--- src/rtl/rx_link_ctrl.sv ---
// rx_link_ctrl: per-lane COM lock, lane deskew check and link sequencing for the 2-lane RX path.
// Enables the lane-0 8b-to-32b converter once both lanes are locked and start data on the same byte.
module rx_link_ctrl #(
  parameter logic [7:0]  COM_SYM  = 8'hBC,
  parameter int unsigned COM_REQ  = 4,
  parameter int unsigned LOSS_CYC = 8,
  parameter int unsigned ALIGN_TO = 16
) (
  input  logic       clk_4f,
  input  logic       reset,
  input  logic [7:0] data_0,
  input  logic       valid_0,
  input  logic [7:0] data_1,
  input  logic       valid_1,
  output logic       sincronizar_bus,
  output logic       link_active,
  output logic [1:0] lane_lock,
  output logic [1:0] state,
  output logic [7:0] err_count
);
  // state  | meaning
  // IDLE   | first cycle out of reset
  // SEARCH | lanes hunting for COM_REQ consecutive COM bytes
  // ALIGN  | both lanes locked, waiting for the first common data byte
  // ACTIVE | lanes deskewed, data path live
  typedef enum logic [1:0] {
    IDLE   = 2'd0,
    SEARCH = 2'd1,
    ALIGN  = 2'd2,
    ACTIVE = 2'd3
  } state_t;

  localparam logic [3:0] COM_REQ_C  = 4'(COM_REQ);
  localparam logic [7:0] LOSS_CYC_C = 8'(LOSS_CYC);
  localparam logic [7:0] ALIGN_TO_C = 8'(ALIGN_TO);

  state_t     st, st_nx;
  logic [3:0] ccnt    [2];
  logic [3:0] ccnt_nx [2];
  logic [7:0] lcnt    [2];
  logic [7:0] lcnt_nx [2];
  logic [1:0] lock_nx;
  logic [1:0] valid_v;
  logic [1:0] com_v;
  logic [1:0] drop;
  logic [7:0] tcnt;
  logic       err_evt;

  assign valid_v = {valid_1, valid_0};
  assign com_v   = {data_1 == COM_SYM, data_0 == COM_SYM};

  // lcnt counts down from LOSS_CYC while a locked lane is idle; reaching 1 on an idle cycle drops lock
  assign drop[0] = lane_lock[0] & ~valid_v[0] & (lcnt[0] == 8'd1);
  assign drop[1] = lane_lock[1] & ~valid_v[1] & (lcnt[1] == 8'd1);

  always_comb begin
    for (int n = 0; n < 2; n++) begin
      ccnt_nx[n] = ccnt[n];
      lcnt_nx[n] = LOSS_CYC_C;
      lock_nx[n] = lane_lock[n] | (ccnt[n] == COM_REQ_C);
      if (valid_v[n] && com_v[n]) begin
        if (ccnt[n] != COM_REQ_C) ccnt_nx[n] = ccnt[n] + 4'd1;
      end else if (valid_v[n] && !lane_lock[n]) begin
        ccnt_nx[n] = '0;
      end
      if (lane_lock[n] && !valid_v[n]) lcnt_nx[n] = lcnt[n] - 8'd1;
      if (drop[n]) begin
        ccnt_nx[n] = '0;
        lcnt_nx[n] = LOSS_CYC_C;
        lock_nx[n] = 1'b0;
      end
    end
  end

  always_comb begin
    st_nx   = st;
    err_evt = 1'b0;
    case (st)
      IDLE:   st_nx = SEARCH;
      SEARCH: if (lane_lock == 2'b11 && drop == 2'b00) st_nx = ALIGN;
      ALIGN: begin
        // skew is checked before the timeout so a late lane is reported as skew
        if (drop != 2'b00)                               err_evt = 1'b1;
        else if (valid_v == 2'b11 && com_v == 2'b00)     st_nx   = ACTIVE;
        else if (valid_v == 2'b11 && com_v != 2'b11)     err_evt = 1'b1;
        else if (tcnt == 8'd1)                           err_evt = 1'b1;
      end
      ACTIVE: if (drop != 2'b00) err_evt = 1'b1;
      default: st_nx = IDLE;
    endcase
    if (err_evt) st_nx = SEARCH;
  end

  always_ff @(posedge clk_4f) begin
    if (reset) begin
      st              <= IDLE;
      lane_lock       <= '0;
      tcnt            <= ALIGN_TO_C;
      err_count       <= '0;
      link_active     <= 1'b0;
      sincronizar_bus <= 1'b0;
      for (int n = 0; n < 2; n++) begin
        ccnt[n] <= '0;
        lcnt[n] <= LOSS_CYC_C;
      end
    end else begin
      st              <= st_nx;
      link_active     <= (st_nx == ACTIVE);
      sincronizar_bus <= (st_nx == ACTIVE);
      tcnt            <= (st == ALIGN) ? tcnt - 8'd1 : ALIGN_TO_C;
      if (err_evt && err_count != 8'hFF) err_count <= err_count + 8'd1;
      lane_lock <= err_evt ? 2'b00 : lock_nx;
      for (int n = 0; n < 2; n++) begin
        ccnt[n] <= err_evt ? 4'd0 : ccnt_nx[n];
        lcnt[n] <= err_evt ? LOSS_CYC_C : lcnt_nx[n];
      end
    end
  end

  assign state = st;

endmodule

--- config.mk ---
export PLATFORM = sky130hd
export DESIGN_NAME = rx_link_ctrl
export DESIGN_NICKNAME = d
export VERILOG_FILES = /design/src/rtl/rx_link_ctrl.sv
export SDC_FILE = /design/constraint.sdc
export NUM_CORES = 1
export LEC_CHECK = 0
export BUFFER_PORTS_ARGS = -buffer_cell sky130_fd_sc_hd__clkbuf_2
export CORE_UTILIZATION = 40
export CTS_CLUSTER_DIAMETER = 60
export CTS_CLUSTER_SIZE = 16
export DETAILED_ROUTE_END_ITERATION = 16
export GPL_TIMING_DRIVEN = 1
export PLACE_DENSITY = 0.63
export SYNTH_ARGS = -nofsm -noshare
export SYNTH_HDL_FRONTEND = slang
export SYNTH_SLANG_ARGS = --single-unit
export TNS_END_PERCENT = 30
--- constraint.sdc ---
create_clock -name clk_4f -period 4.7 [get_ports clk_4f]
set_input_delay 0.235 -clock clk_4f [delete_from_list [all_inputs] [get_ports clk_4f]]
set_output_delay 0.235 -clock clk_4f [all_outputs]
set_load 0.05 [all_outputs]
Word-level counts from Yosys, hierarchy flattened
Memory sizes are Yosys's and may differ from the RTL's.
Index checks and enable logic that the tools add are counted.
Operators by class
  muxes and demuxes: 34
  bitwise gates (word level): 13
  reduce and logical (&&, ||, !) cells: 21
  eq/ne operators: 17
  add/sub/neg operators: 6
Operators by type and width (count)
  8-bit two-way mux: 8
  4-bit two-way mux: 12
  8-bit by 1-bit equality test with 1-bit output (second input constant): 3
  8-bit by 1-bit subtractor with 8-bit output (second input constant): 3
  8-bit equality test (second input constant): 2
  2-bit equality test (second input constant): 5
  1-bit logical AND: 10
  4-bit by 1-bit adder with 4-bit output (second input constant): 2
  8-bit by 1-bit adder with 8-bit output (second input constant): 1
  4-bit by 3-bit equality test with 1-bit output (second input constant): 2
  1-bit two-way mux: 8
  2-bit two-way mux: 4
  4-bit by 3-bit inequality test with 1-bit output (second input constant): 2
  8-bit inequality test (second input constant): 1
  2-bit logical NOT: 3
  1-bit OR: 6
  2-bit one-hot mux with 3 select lines: 1
  3-bit OR reduction: 2
  1-bit AND: 4
  1-bit logical NOT: 4
  1-bit inverter: 3
  2-bit by 1-bit equality test with 1-bit output (second input constant): 1
  2-bit inequality test (second input constant): 1
  1-bit one-hot mux with 2 select lines: 1
  other kinds (2): 2
Word-level totals
  bits in writable memories: 24
  register bits after elaboration: 21
  memories kept: 2
  logic and storage cells: 99
Memories
  lcnt: words 2, bits a word 8, read ports 2, clocked after memory_dff 0, write ports 2, line 40  | logic [7:0] lcnt [2];
  ccnt: words 2, bits a word 4, read ports 2, clocked after memory_dff 0, write ports 2, line 38  | logic [3:0] ccnt [2];

Logic depth before layout (Yosys ltp)
Gate-level depths: netlist of the first run.
  depth in word-level cells: 9
  mapped depth: 9
  gate-level depth less buffers: 8

Worst setup path before layout of the first run
OpenSTA, ideal clock, no wires.
  path type: flip-flop to flip-flop
  start point: reg lane_lock[0]
  end point: reg err_count[7]
  data arrival time: 2.439 ns
  stages on the path, launching flop included: 7
  library setup time: 0.070 ns
  clock period less this slack: 2.509 ns
  slack: 2.191 ns
  cells stage by stage: dfxtp_1 or4bb_1 nor4_2 a311oi_4 o21a_4 or4_1 a21oi_1
On the way
  word-level cells in the longest chain between the ends: 6
  elaborated cells between the ends (all ways): 7
  those cells by class: mux: 3; bitwise: 2; reduce/logical: 2
Ends and longest elaborated chain
  start: declaration: line 17  | output logic [1:0] lane_lock,
  start signal: assignment: line 112  | lane_lock <= err_evt ? 2'b00 : lock_nx;
  1-bit AND (*) (2 in series): line 53  | assign drop[0] = lane_lock[0] & ~valid_v[0] & (lcnt[0] == 8'd1);
  2-bit nonzero test (*): line 83, 88
  1-bit two-way mux, on equally long branches: line 88, 83
  1-bit one-hot mux with 2 select lines (*): line 78  | case (st)
  1-bit logical AND (*): line 111  | if (err_evt && err_count != 8'hFF) err_count <= err_count + 8'd1;
  end signal: assignment: line 111
  end: declaration: line 19  | output logic [7:0] err_count
Every way passes the cells marked *; elsewhere a longest branch is shown, timed or not.
A chain may end at the register's enable or synchronous reset.

==> results.md, run 1 <==
- Final instance area: 0.00264 mm2
- Hpwl dp: 3340 um
- Syn_nets: 288
- Clock root cell: clkbuf_8
- Area growth from synthesis to layout: 14.2%
- Synth Register Bits: 45
- Row count: 27
- Die area: 0.00608 mm2
- IO Pins: 34
- Register area share after synthesis: 39.0%
- Period minus WS final: 2.48 ns
- GRT Util Overall: 15.8%
- Pwr/cell area: 254 mW/mm2
- Kind of critical path: register to register
- Unrepaired setup endpoints after global routing: false
- Clock skew: 0.00844 ns
- Initial Utilization: 41.7%
- Resize count post-CTS: 0
- Via Count: 1881
- Run status: finished clean
- Wire per inst: 12.0 um
- Clk_lat worst skew: 0.29 ns
- Clock Pin Slew Worst Setup and Hold Paths: 0.08 ns
- Hold Crit Class: primary input to register
- DRC: 0
- Drt pass-1 iters: 4
- Leakage: 0.997 nW
- # diodes: 0
- Max VDD drop: 0.128 mV
- Post-DRT Antenna Nets: 0
- Setup TNS: 0 ns
- Mapped Area: 0.00231 mm2
- Crit. End Element: register
- Largest area contributor in the netlist: dfxtp_1
- Final nets: 323
- Setup Viol. Count Final: 0
- CTS tree: yes
- CTS Sinks: 45
- Actual slew at the worst max-slew pin: 0.831 ns
- Post-Syn Instances: 257
- Hold_buf cts: 0
- Maximum fanout along the worst path: 5
- Endpoints failing hold: 0
- First-pass GRT wire length: 7650 um
- Placement Cell Area: 0.00253 mm2
- Core region area: 0.00554 mm2
- Crit path arrival time: 2.71 ns
- Postcts setup bufs: 0
- Fin crit share: 52.8%
- Htree depth: 2
- Number of global-route vias before repair: 1755
- DRT iter0 DRCs: 58
- Detailed Route WL: 4380 um
- Mean post-synth cell area: 8.98 um2
- Fraction of layout cells with a size suffix above 1: 20.1%
- WP data required: 4.93 ns
- Relative slew slack: 44.1%
- Startpoint Class: register
- Clock tree buffer depth: 2
- Max Cap Viol: 0
- Largest cells by area after synthesis: dfxtp_1 39%, nor2_1 6.7%, ha_1 6.0%
- GPL Wtd Cong: 0.730
- Synth top area share: 39.0%
- # port buffers: 33
- DR vias/cell: 5.15
- Die Y: 78.0 um
- Cell variety after synth: 50
- Inserted Clock Buffers: 5
- Die span in x: 78.0 um
- Yosys warnings: 0
- Final worst hold slack: 0.252 ns
- Slew Viols, Final: 0
- Initial antenna violation count: 0
- Largest net degree at the start of global routing: 14
- Fmax: 403 MHz
- Remaining global-route overflow: 0
## kinds of logic after synthesis
logic type | after synthesis | synth area share (%)
AND/OR/NAND/NOR | 111 | 27.3
AO/OA/AOI/OAI | 44 | 15.2
flip-flops | 45 | 39.0
XOR/XNOR | 20 | 7.59
adder cells (fa/ha/maj) | 11 | 5.96
multiplexers | 1 | 0.434
buffers and inverters | 25 | 4.50
## stage by stage
| step | power [mW] | util [%] | std cells | worst slack, ns |
|---|---|---|---|---|
| finish | 0.669 | 47.6 | 365 | 2.22 |
| global placement | 0.419 | 45.8 | 357 | 2.28 |
| CTS | 0.680 | 47.6 | 365 | 2.24 |
| global route | 0.696 | 47.6 | 365 | 2.05 |
| detailed placement | 0.419 | 45.8 | 357 | 2.24 |
| floorplan | 0.405 | - | 257 | 2.19 |
## state kept, by name, indices dropped and copies added (netlist names)
register,flops
ccnt,8
err_count,8
tcnt,8
lane_lock,2
lcnt,16
state,2
link_active,1
## synth_stat cells, drive strengths merged
cell type,instances
a211oi,4
a21oi,9
a22oi,4
a311o,2
a311oi,1
a32o,1
and2,2
and3,1
and4,2
buf,4
clkbuf,1
dfxtp,45
ha,11
inv,20
mux2i,1
nand2,14
nand2b,1
nand3,10
nand4,1
nand4b,3
nand4bb,1
nor2,41
nor3,10
nor3b,3
nor4,6
nor4b,1
o211ai,3
o21a,2
o21ai,10
o221a,1
o22a,1
o31a,2
o41a,2
o41ai,2
or2,3
or2b,2
or3,6
or4,3
or4bb,1
xnor2,13
xor2,7
## layout make-up
cell class	instances	area, um2
Clock buffer	7	96.3
Clock inverter	1	5.00
Fill cell	540	2900
Inverter	20	75.1
Multi-Input combinational cell	187	1300
Sequential cell	45	901
Tap cell	72	90.1
Timing Repair Buffer	33	165
## cell usage in the layout, fill, tap and decap left out, types with 3 or more instances in the layout
master	synthesis	layout
dfxtp_1	45	45
nor2_1	41	41
clkbuf_2	0	33
inv_1	20	20
nand2_1	14	14
xnor2_1	13	13
ha_1	11	11
nor3_1	10	10
nand3_1	10	10
o21ai_0	10	10
a21oi_1	9	9
xor2_1	7	7
clkbuf_8	0	7
or3_1	5	5
a211oi_1	4	4
a22oi_1	4	4
or2_2	3	3
nor4_1	3	3
o211ai_2	3	3
nor3b_1	3	3
## report_power, final
part           total [mW]  internal [mW]  switching (mW)
clock network       0.259          0.133           0.126
logic              0.0277         0.0110          0.0167
registers           0.382          0.381        0.000540
## layer usage
layer  vias to the layer above  GRT usage (%)  share of wire [%]
met3                         8           3.88                3.7
met1                       858           21.1                 48
met5                         -              0                  0
met2                        34           24.4                 46
li1                        981              -                  -
met4                         0           6.30                2.6
## path summary, 6_finish.rpt
kind	endpoint	start	depth (start not counted)	slack (ns)
setup / recovery	err_count[7]$_SDFFE_PP0P_	lcnt[0][1]$_SDFF_PP0_	8	2.22
hold / removal	err_count[2]$_SDFFE_PP0P_	reset	2	0.25
setup reg to reg	err_count[7]$_SDFFE_PP0P_	lcnt[0][1]$_SDFF_PP0_	8	2.22
hold reg to reg	tcnt[0]$_SDFF_PP0_	tcnt[0]$_SDFF_PP0_	1	0.46
## worst max-delay path, cell delays in order (launching register included)
cell,delay [ns]
dfxtp_1,0.35
inv_1,0.11
ha_1,0.14
or4bb_1,0.40
nor4_2,0.40
a311oi_4,0.12
o21a_4,0.25
or4_1,0.50
a21oi_1,0.14
Power figures use the tool's default switching activity.
==> run 2, diff against run 1 <==
Settings changed: ABC_AREA set to 1, PLACE_DENSITY 0.63 to 0.66.
Clock period 4.7 ns to 2.1 ns, I/O delays scaled along.
==> results.md, run 2 <==
- DR vias/cell: 4.50 (was 5.15)
- Critical path launch point: lcnt[0][9]$_SDFF_PP0_ (was lcnt[0][1]$_SDFF_PP0_)
- Synth top area share: 39.4% (was 39.0%)
- Clock skew: 0.00553 ns (was 0.00844 ns)
- # diodes: 0 (unchanged)
- Relative slew slack: 77.6% (was 44.1%)
- CTS Sinks: 45 (unchanged)
- Unrepaired setup endpoints after global routing: false (unchanged)
- Metal1 wirelength: 1980 um (was 2110 um)
- Maximum fanout along the worst path: 15 (was 5)
- XOR/XNOR Fraction of Synth Area: 7.66% (was 7.59%)
- Most frequent cells in the layout: 63 x nor2_1, 59 x nand2_1, 54 x inv_1 (was 45 x dfxtp_1, 41 x nor2_1, 33 x clkbuf_2)
- Initial Utilization: 41.5% (was 41.7%)
- IO Pins: 34 (unchanged)
- Crit. End Element: register (unchanged)
- Initial antenna violation count: 0 (unchanged)
- Resize count post-CTS: 0 (unchanged)
- Critical path cell sequence: inv_1, ha_1, inv_1, nor3_1, nand3_2, nand2_1, nand2_1, nand2_4, nand2_1, o21ai_0, nor2_1 (was inv_1, ha_1, or4bb_1, nor4_2, a311oi_4, o21a_4, or4_1, a21oi_1)
- Slew Viols, Final: 0 (unchanged)
- Largest area contributor in the netlist: dfxtp_1 (unchanged)
- First-pass GRT wire length: 7530 um (was 7650 um)
- DR WL met3: 150 um (was 162 um)
- Max reg flops: 16 (unchanged)
- Most common cell after layout, fill and taps aside: nor2_1 (was dfxtp_1)
- Largest family of logic cells by synthesized area: simple AND/OR/NAND/NOR gates (unchanged)
- Drt pass-1 iters: 4 (unchanged)
- Fraction of layout cells with a size suffix above 1: 14.4% (was 20.1%)
- Hold Crit Class: primary input to register (unchanged)
- Cell variety after synth: 27 (was 50)
- Post-DRT Antenna Nets: 0 (unchanged)
- Run status: finished clean (unchanged)
- Mean post-synth cell area: 7.24 um2 (was 8.98 um2)
- Fillcell total: 564 (was 540)
- # port buffers: 33 (unchanged)
- Largest cells by area after synthesis: dfxtp_1 39%, nor2_1 10%, nand2_1 9.7% (was dfxtp_1 39%, nor2_1 6.7%, ha_1 6.0%)
- Fin crit share: 84.1% (was 52.8%)
- Cell repeated most along the worst path: nand2_1
- DRT iter0 DRCs: 71 (was 58)
- Actual slew at the worst max-slew pin: 0.334 ns (was 0.831 ns)
- Remaining global-route overflow: 0 (unchanged)
- Detailed Route WL: 4030 um (was 4380 um)
- Reg area: 901 um2 (unchanged)
- Postcts setup bufs: 0 (unchanged)
- Launching point of the worst reg2reg path: lcnt[0][9]$_SDFF_PP0_ (was lcnt[0][1]$_SDFF_PP0_)
- Synth Register Bits: 45 (unchanged)
- Post-synthesis mux area share: 0% (was 0.434%)
- Die Y: 77.6 um (was 78.0 um)
- Setup Viol. Count Final: 0 (unchanged)
- Post-layout power: 1.60 mW (was 669 uW)
- Kind of critical path: register to register (unchanged)
- Max VDD drop: 0.314 mV (was 0.128 mV)
- Pwr/cell area: 606 mW/mm2 (was 254 mW/mm2)
- Top sig layer: met4 (unchanged)
- Die span in x: 77.6 um (was 78.0 um)
- Setup TNS: 0 ns (unchanged)
- Area of the multi-input gates: 0.00115 mm2 (was 0.00130 mm2)
- Period minus WS final: 1.77 ns (was 2.48 ns)
- Fmax: 566 MHz (was 403 MHz)
- Async SR Flop Fraction: 0% (unchanged)
- Via Count: 1922 (was 1881)
- Clock tree buffer depth: 2 (unchanged)
- Clock root cell: clkbuf_8 (unchanged)
- Leakage: 1.20 nW (was 0.997 nW)
- Mapped Area: 0.00229 mm2 (was 0.00231 mm2)
- Wire per inst: 9.44 um (was 12.0 um)
- Register area share after synthesis: 39.4% (was 39.0%)
- Htree depth: 2 (unchanged)
- Max Cap Viol: 0 (unchanged)
- EDFF count, synth: 0 (unchanged)
- Area growth from synthesis to layout: 15.6% (was 14.2%)
- Post-Syn Instances: 316 (was 257)
- Inserted Clock Buffers: 5 (unchanged)
- Crit path arrival time: 1.97 ns (was 2.71 ns)
- GPL Wtd Cong: 0.744 (was 0.730)
- Die area: 0.00602 mm2 (was 0.00608 mm2)
- GRT Util Overall: 15.5% (was 15.8%)
- DRC: 0 (unchanged)
- Syn_nets: 347 (was 288)
- Compound-Gate Fraction of Synth Area: 3.61% (was 15.2%)
- Clk_lat worst skew: 0.30 ns (was 0.29 ns)
- Startpoint Class: register (unchanged)
- CP max-delay cell: dfxtp_1 (was or4_1)
- DR WL met2: 1830 um (was 1990 um)
- CTS tree: yes (unchanged)
- Endpoints failing hold: 0 (unchanged)
- WP data required: 2.30 ns (was 4.93 ns)
- Max incr delay on CP: 0.32 ns (was 0.50 ns)
- Hold wc startpoint: reset (unchanged)
- Adder-cell area share of the yosys netlist: 6.02% (was 5.96%)
- Ys flop type: dfxtp_1 (unchanged)
- Core region area: 0.00551 mm2 (was 0.00554 mm2)
- Hold_buf cts: 0 (unchanged)
- Hpwl dp: 3090 um (was 3340 um)
- Top-count cell post-synth: nor2_1 (was dfxtp_1)
- Final nets: 385 (was 323)
- Top post-synthesis cells by count: 63 x nor2_1, 59 x nand2_1, 54 x inv_1, 45 x dfxtp_1 (was 45 x dfxtp_1, 41 x nor2_1, 20 x inv_1, 14 x nand2_1, 13 x xnor2_1)
- Synth Area in Simple Gates: 33.2% (was 27.3%)
- Yosys warnings: 0 (unchanged)
- Largest register by flop count: lcnt (unchanged)
- Largest net degree at the start of global routing: 16 (was 14)
- Row count: 27 (unchanged)
- Clock Pin Slew Worst Setup and Hold Paths: 0.08 ns (about the same)
- Number of global-route vias before repair: 1872 (was 1755)
-- run 2: final cells by class --
cell class / count / share of cell area (%)
clock buffers: 6 / 3.12
clock inverters: 2 / 1.42
inverters: 57 / 8.09
multi-input cells: 212 / 43.6
flip-flops and latches: 45 / 34.1
well taps: 72 / 3.41
repair buffers: 33 / 6.25
-- run 2: path summary, 6_finish.rpt --
check,to,slack [ns],cells after the start
max,err_count[0]$_SDFFE_PP0P_,0.33,11
min,link_active$_SDFF_PP0_,0.1,2
max reg2reg,err_count[0]$_SDFFE_PP0P_,0.33,11
min reg2reg,lcnt[0][8]$_SDFF_PP0_,0.45,1
-- run 2: cells by family after synthesis --
kind of cell    count (synthesis)
buf+inv                        59
compound gates                 16
simple gates                  165
flops                          45
xor+xnor                       20
fa+ha+maj                      11
-- run 2: worst max-delay path: cells and delay by family, from the launching register on --
family	cells	cell delay, ns
AO/OA/AOI/OAI	1	0.18
adder cells (fa/ha/maj)	1	0.14
buffers and inverters	2	0.11
flip-flops	1	0.32
AND/OR/NAND/NOR	7	0.92
-- run 2: per-layer routing --
| metal | global-route usage [%] | up-vias |
|---|---|---|
| li1 | - | 1042 |
| met3 | 4.12 | 5 |
| met5 | 0 | - |
| met1 | 18.2 | 843 |
| met2 | 26.7 | 32 |
| met4 | 6.23 | 0 |
-- run 2: through the flow --
stage | setup slack, ns | instance area (um2) | utilization, % | hold WS (ns) | cells
floorplan | 0.209 | 2290 | - | 0.183 | 316
global placement | 0.420 | 2520 | 45.8 | 0.424 | 419
detailed placement | 0.314 | 2520 | 45.8 | 0.424 | 419
CTS | 0.305 | 2640 | 48.0 | 0.0939 | 427
global route | 0.115 | 2640 | 48.0 | 0.108 | 427
finish | 0.335 | 2640 | 48.0 | 0.0991 | 427
-- run 2: power breakdown --
part / switching, mW / internal, mW / total, mW
Clock: 0.302 / 0.387 / 0.689
Combinational: 0.0338 / 0.0249 / 0.0586
Sequential: 0.000938 / 0.853 / 0.854
==> run 3, diff against run 2 <==
Settings changed: PLACE_DENSITY 0.66 to 0.63.
Clock period 2.1 ns to 1.7 ns, I/O delays scaled along.
==> results.md, run 3 (synthesized netlist as in run 2, its figures left out) <==
- GPL Wtd Cong: 0.766 (was 0.744)
- DRC: 0 (unchanged)
- Kind of critical path: register to register (unchanged)
- Actual slew at the worst max-slew pin: 0.357 ns (was 0.334 ns)
- DR vias/cell: 4.45 (was 4.50)
- Leakage: 1.25 nW (was 1.20 nW)
- Die span in x: 77.6 um (unchanged)
- # diodes: 0 (unchanged)
- Clock root cell: clkbuf_8 (unchanged)
- Hpwl dp: 3140 um (was 3090 um)
- Setup WS pre-CTS: 0.0446 ns (was 0.314 ns)
- Fraction of layout cells with a size suffix above 1: 19.0% (was 14.4%)
- Row count: 27 (unchanged)
- Core region area: 0.00551 mm2 (unchanged)
- Maximum fanout along the worst path: 8 (was 15)
- Drt pass-1 iters: 4 (unchanged)
- Setup Viol. Count Final: 0 (unchanged)
- IO Pins: 34 (unchanged)
- Crit. End Element: register (unchanged)
- WP data required: 1.93 ns (was 2.30 ns)
- Met3 GRT Util: 3.65% (was 4.12%)
- Busiest grt layer: met2 (unchanged)
- Endpoints failing hold: 0 (unchanged)
- Final nets: 393 (was 385)
- Clock Pin Slew Worst Setup and Hold Paths: 0.10 ns (was 0.08 ns)
- Die Y: 77.6 um (unchanged)
- Max VDD drop: 0.378 mV (was 0.314 mV)
- Detailed Route WL: 4170 um (was 4030 um)
- Period minus WS final: 1.58 ns (was 1.77 ns)
- Fin crit share: 92.9% (was 84.1%)
- Run status: finished clean (unchanged)
- Post-DRT Antenna Nets: 0 (unchanged)
- Fmax: 633 MHz (was 566 MHz)
- CTS Sinks: 45 (unchanged)
- Met2 usage: 25.0% (was 26.7%)
- Relative slew slack: 76.0% (was 77.6%)
- Clock skew: 0.0123 ns (was 0.00553 ns)
- Largest net degree at the start of global routing: 16 (unchanged)
- CTS tree: yes (unchanged)
- First-pass GRT wire length: 7290 um (was 7530 um)
- Max Cap Viol: 0 (unchanged)
- Routing usage on met1: 18.6% (was 18.2%)
- Inserted Clock Buffers: 5 (unchanged)
- Unrepaired setup endpoints after global routing: false (unchanged)
- Final instance area: 0.00275 mm2 (was 0.00264 mm2)
- Clock tree buffer depth: 2 (unchanged)
- # port buffers: 33 (unchanged)
- Remaining global-route overflow: 0 (unchanged)
- Largest register by flop count: lcnt (unchanged)
- Wire per inst: 9.60 um (was 9.44 um)
- Htree depth: 2 (unchanged)
- Die area: 0.00602 mm2 (unchanged)
- CP max-delay cell: dfxtp_1 (unchanged)
- Critical path cell sequence: inv_1, ha_1, inv_1, nor2_2, nand4_4, nand2_1, nand2_2, nand2_8, nor2_8, nand2_1, a21oi_1 (was inv_1, ha_1, inv_1, nor3_1, nand3_2, nand2_1, nand2_1, nand2_4, nand2_1, o21ai_0, nor2_1)
- Max reg flops: 16 (unchanged)
- Placement Cell Area: 0.00256 mm2 (was 0.00252 mm2)
- Crit path arrival time: 1.81 ns (was 1.97 ns)
- Worst setup margin: 0.121 ns (was 0.335 ns)
- Setup TNS: 0 ns (unchanged)
- DRT iter0 DRCs: 63 (was 71)
- Initial antenna violation count: 0 (unchanged)
- Hold_buf cts: 0 (unchanged)
- Pwr/cell area: 690 mW/mm2 (was 606 mW/mm2)
- Initial Utilization: 41.5% (unchanged)
- Most frequent cells in the layout: 61 x nor2_1, 56 x nand2_1, 54 x inv_1 (was 63 x nor2_1, 59 x nand2_1, 54 x inv_1)
- Crit path buf inv count: 2 (unchanged)
- Number of global-route vias before repair: 1743 (was 1872)
- Max incr delay on CP: 0.33 ns (was 0.32 ns)
- Clk_lat worst skew: 0.30 ns (about the same)
- Hold Crit Class: primary input to register (unchanged)
- Area growth from synthesis to layout: 20.0% (was 15.6%)
- GRT Util Overall: 15.1% (was 15.5%)
- Via Count: 1936 (was 1922)
- Top delay family on crit path: simple AND/OR/NAND/NOR gates (unchanged)
- Startpoint Class: register (unchanged)
- Slew Viols, Final: 0 (unchanged)
- Most common cell after layout, fill and taps aside: nor2_1 (unchanged)
-- run 3: worst paths after layout --
path,start,endpoint,slack [ns],cells after the start
setup / recovery,lcnt[0][1]$_SDFF_PP0_,lane_lock[1]$_SDFF_PP0_,0.12,11
hold / removal,reset,link_active$_SDFF_PP0_,0.12,2
setup reg to reg,lcnt[0][1]$_SDFF_PP0_,lane_lock[1]$_SDFF_PP0_,0.12,11
hold reg to reg,lcnt[0][0]$_SDFF_PP0_,lcnt[0][0]$_SDFF_PP0_,0.45,1
-- run 3: area by class of cell --
cell class,instances,area [um2]
clock buffers,6,93.8
clock inverters,2,16.3
fillers,555,2760
inverters,57,214
multi-input cells,214,1210
flip-flops and latches,45,908
well taps,72,90.1
repair buffers,39,210
-- run 3: where the power goes --
group          switching (mW)  leakage, nW  internal [mW]  total (mW)
Sequential            0.00126        0.365           1.05        1.05
Combinational          0.0451        0.828         0.0307      0.0758
Clock                   0.384       0.0525          0.381       0.765
Total                   0.430         1.25           1.46        1.89
-- run 3: what timing repair did --
item	CTS	global route
buffers inserted	0	2
resized for setup	0	10
endpoints found under the setup margin	0	27
-- run 3: routing by layer --
metal | routed length [um] | up-vias
met5 | 0 | -
met4 | 30 | 0
met3 | 127 | 2
met2 | 2020 | 27
met1 | 2000 | 840
li1 | - | 1067
-- run 3: metrics by stage --
stage / cells / hold WS, ns / util [%] / total power, mW
finish: 435 / 0.124 / 49.9 / 1.89
detailed placement: 423 / 0.399 / 46.5 / 1.15
CTS: 431 / 0.0683 / 48.5 / 1.92
global placement: 423 / 0.404 / 46.5 / 1.15
global route: 435 / 0.132 / 49.9 / 1.98
floorplan: 316 / 0.163 / - / 1.12
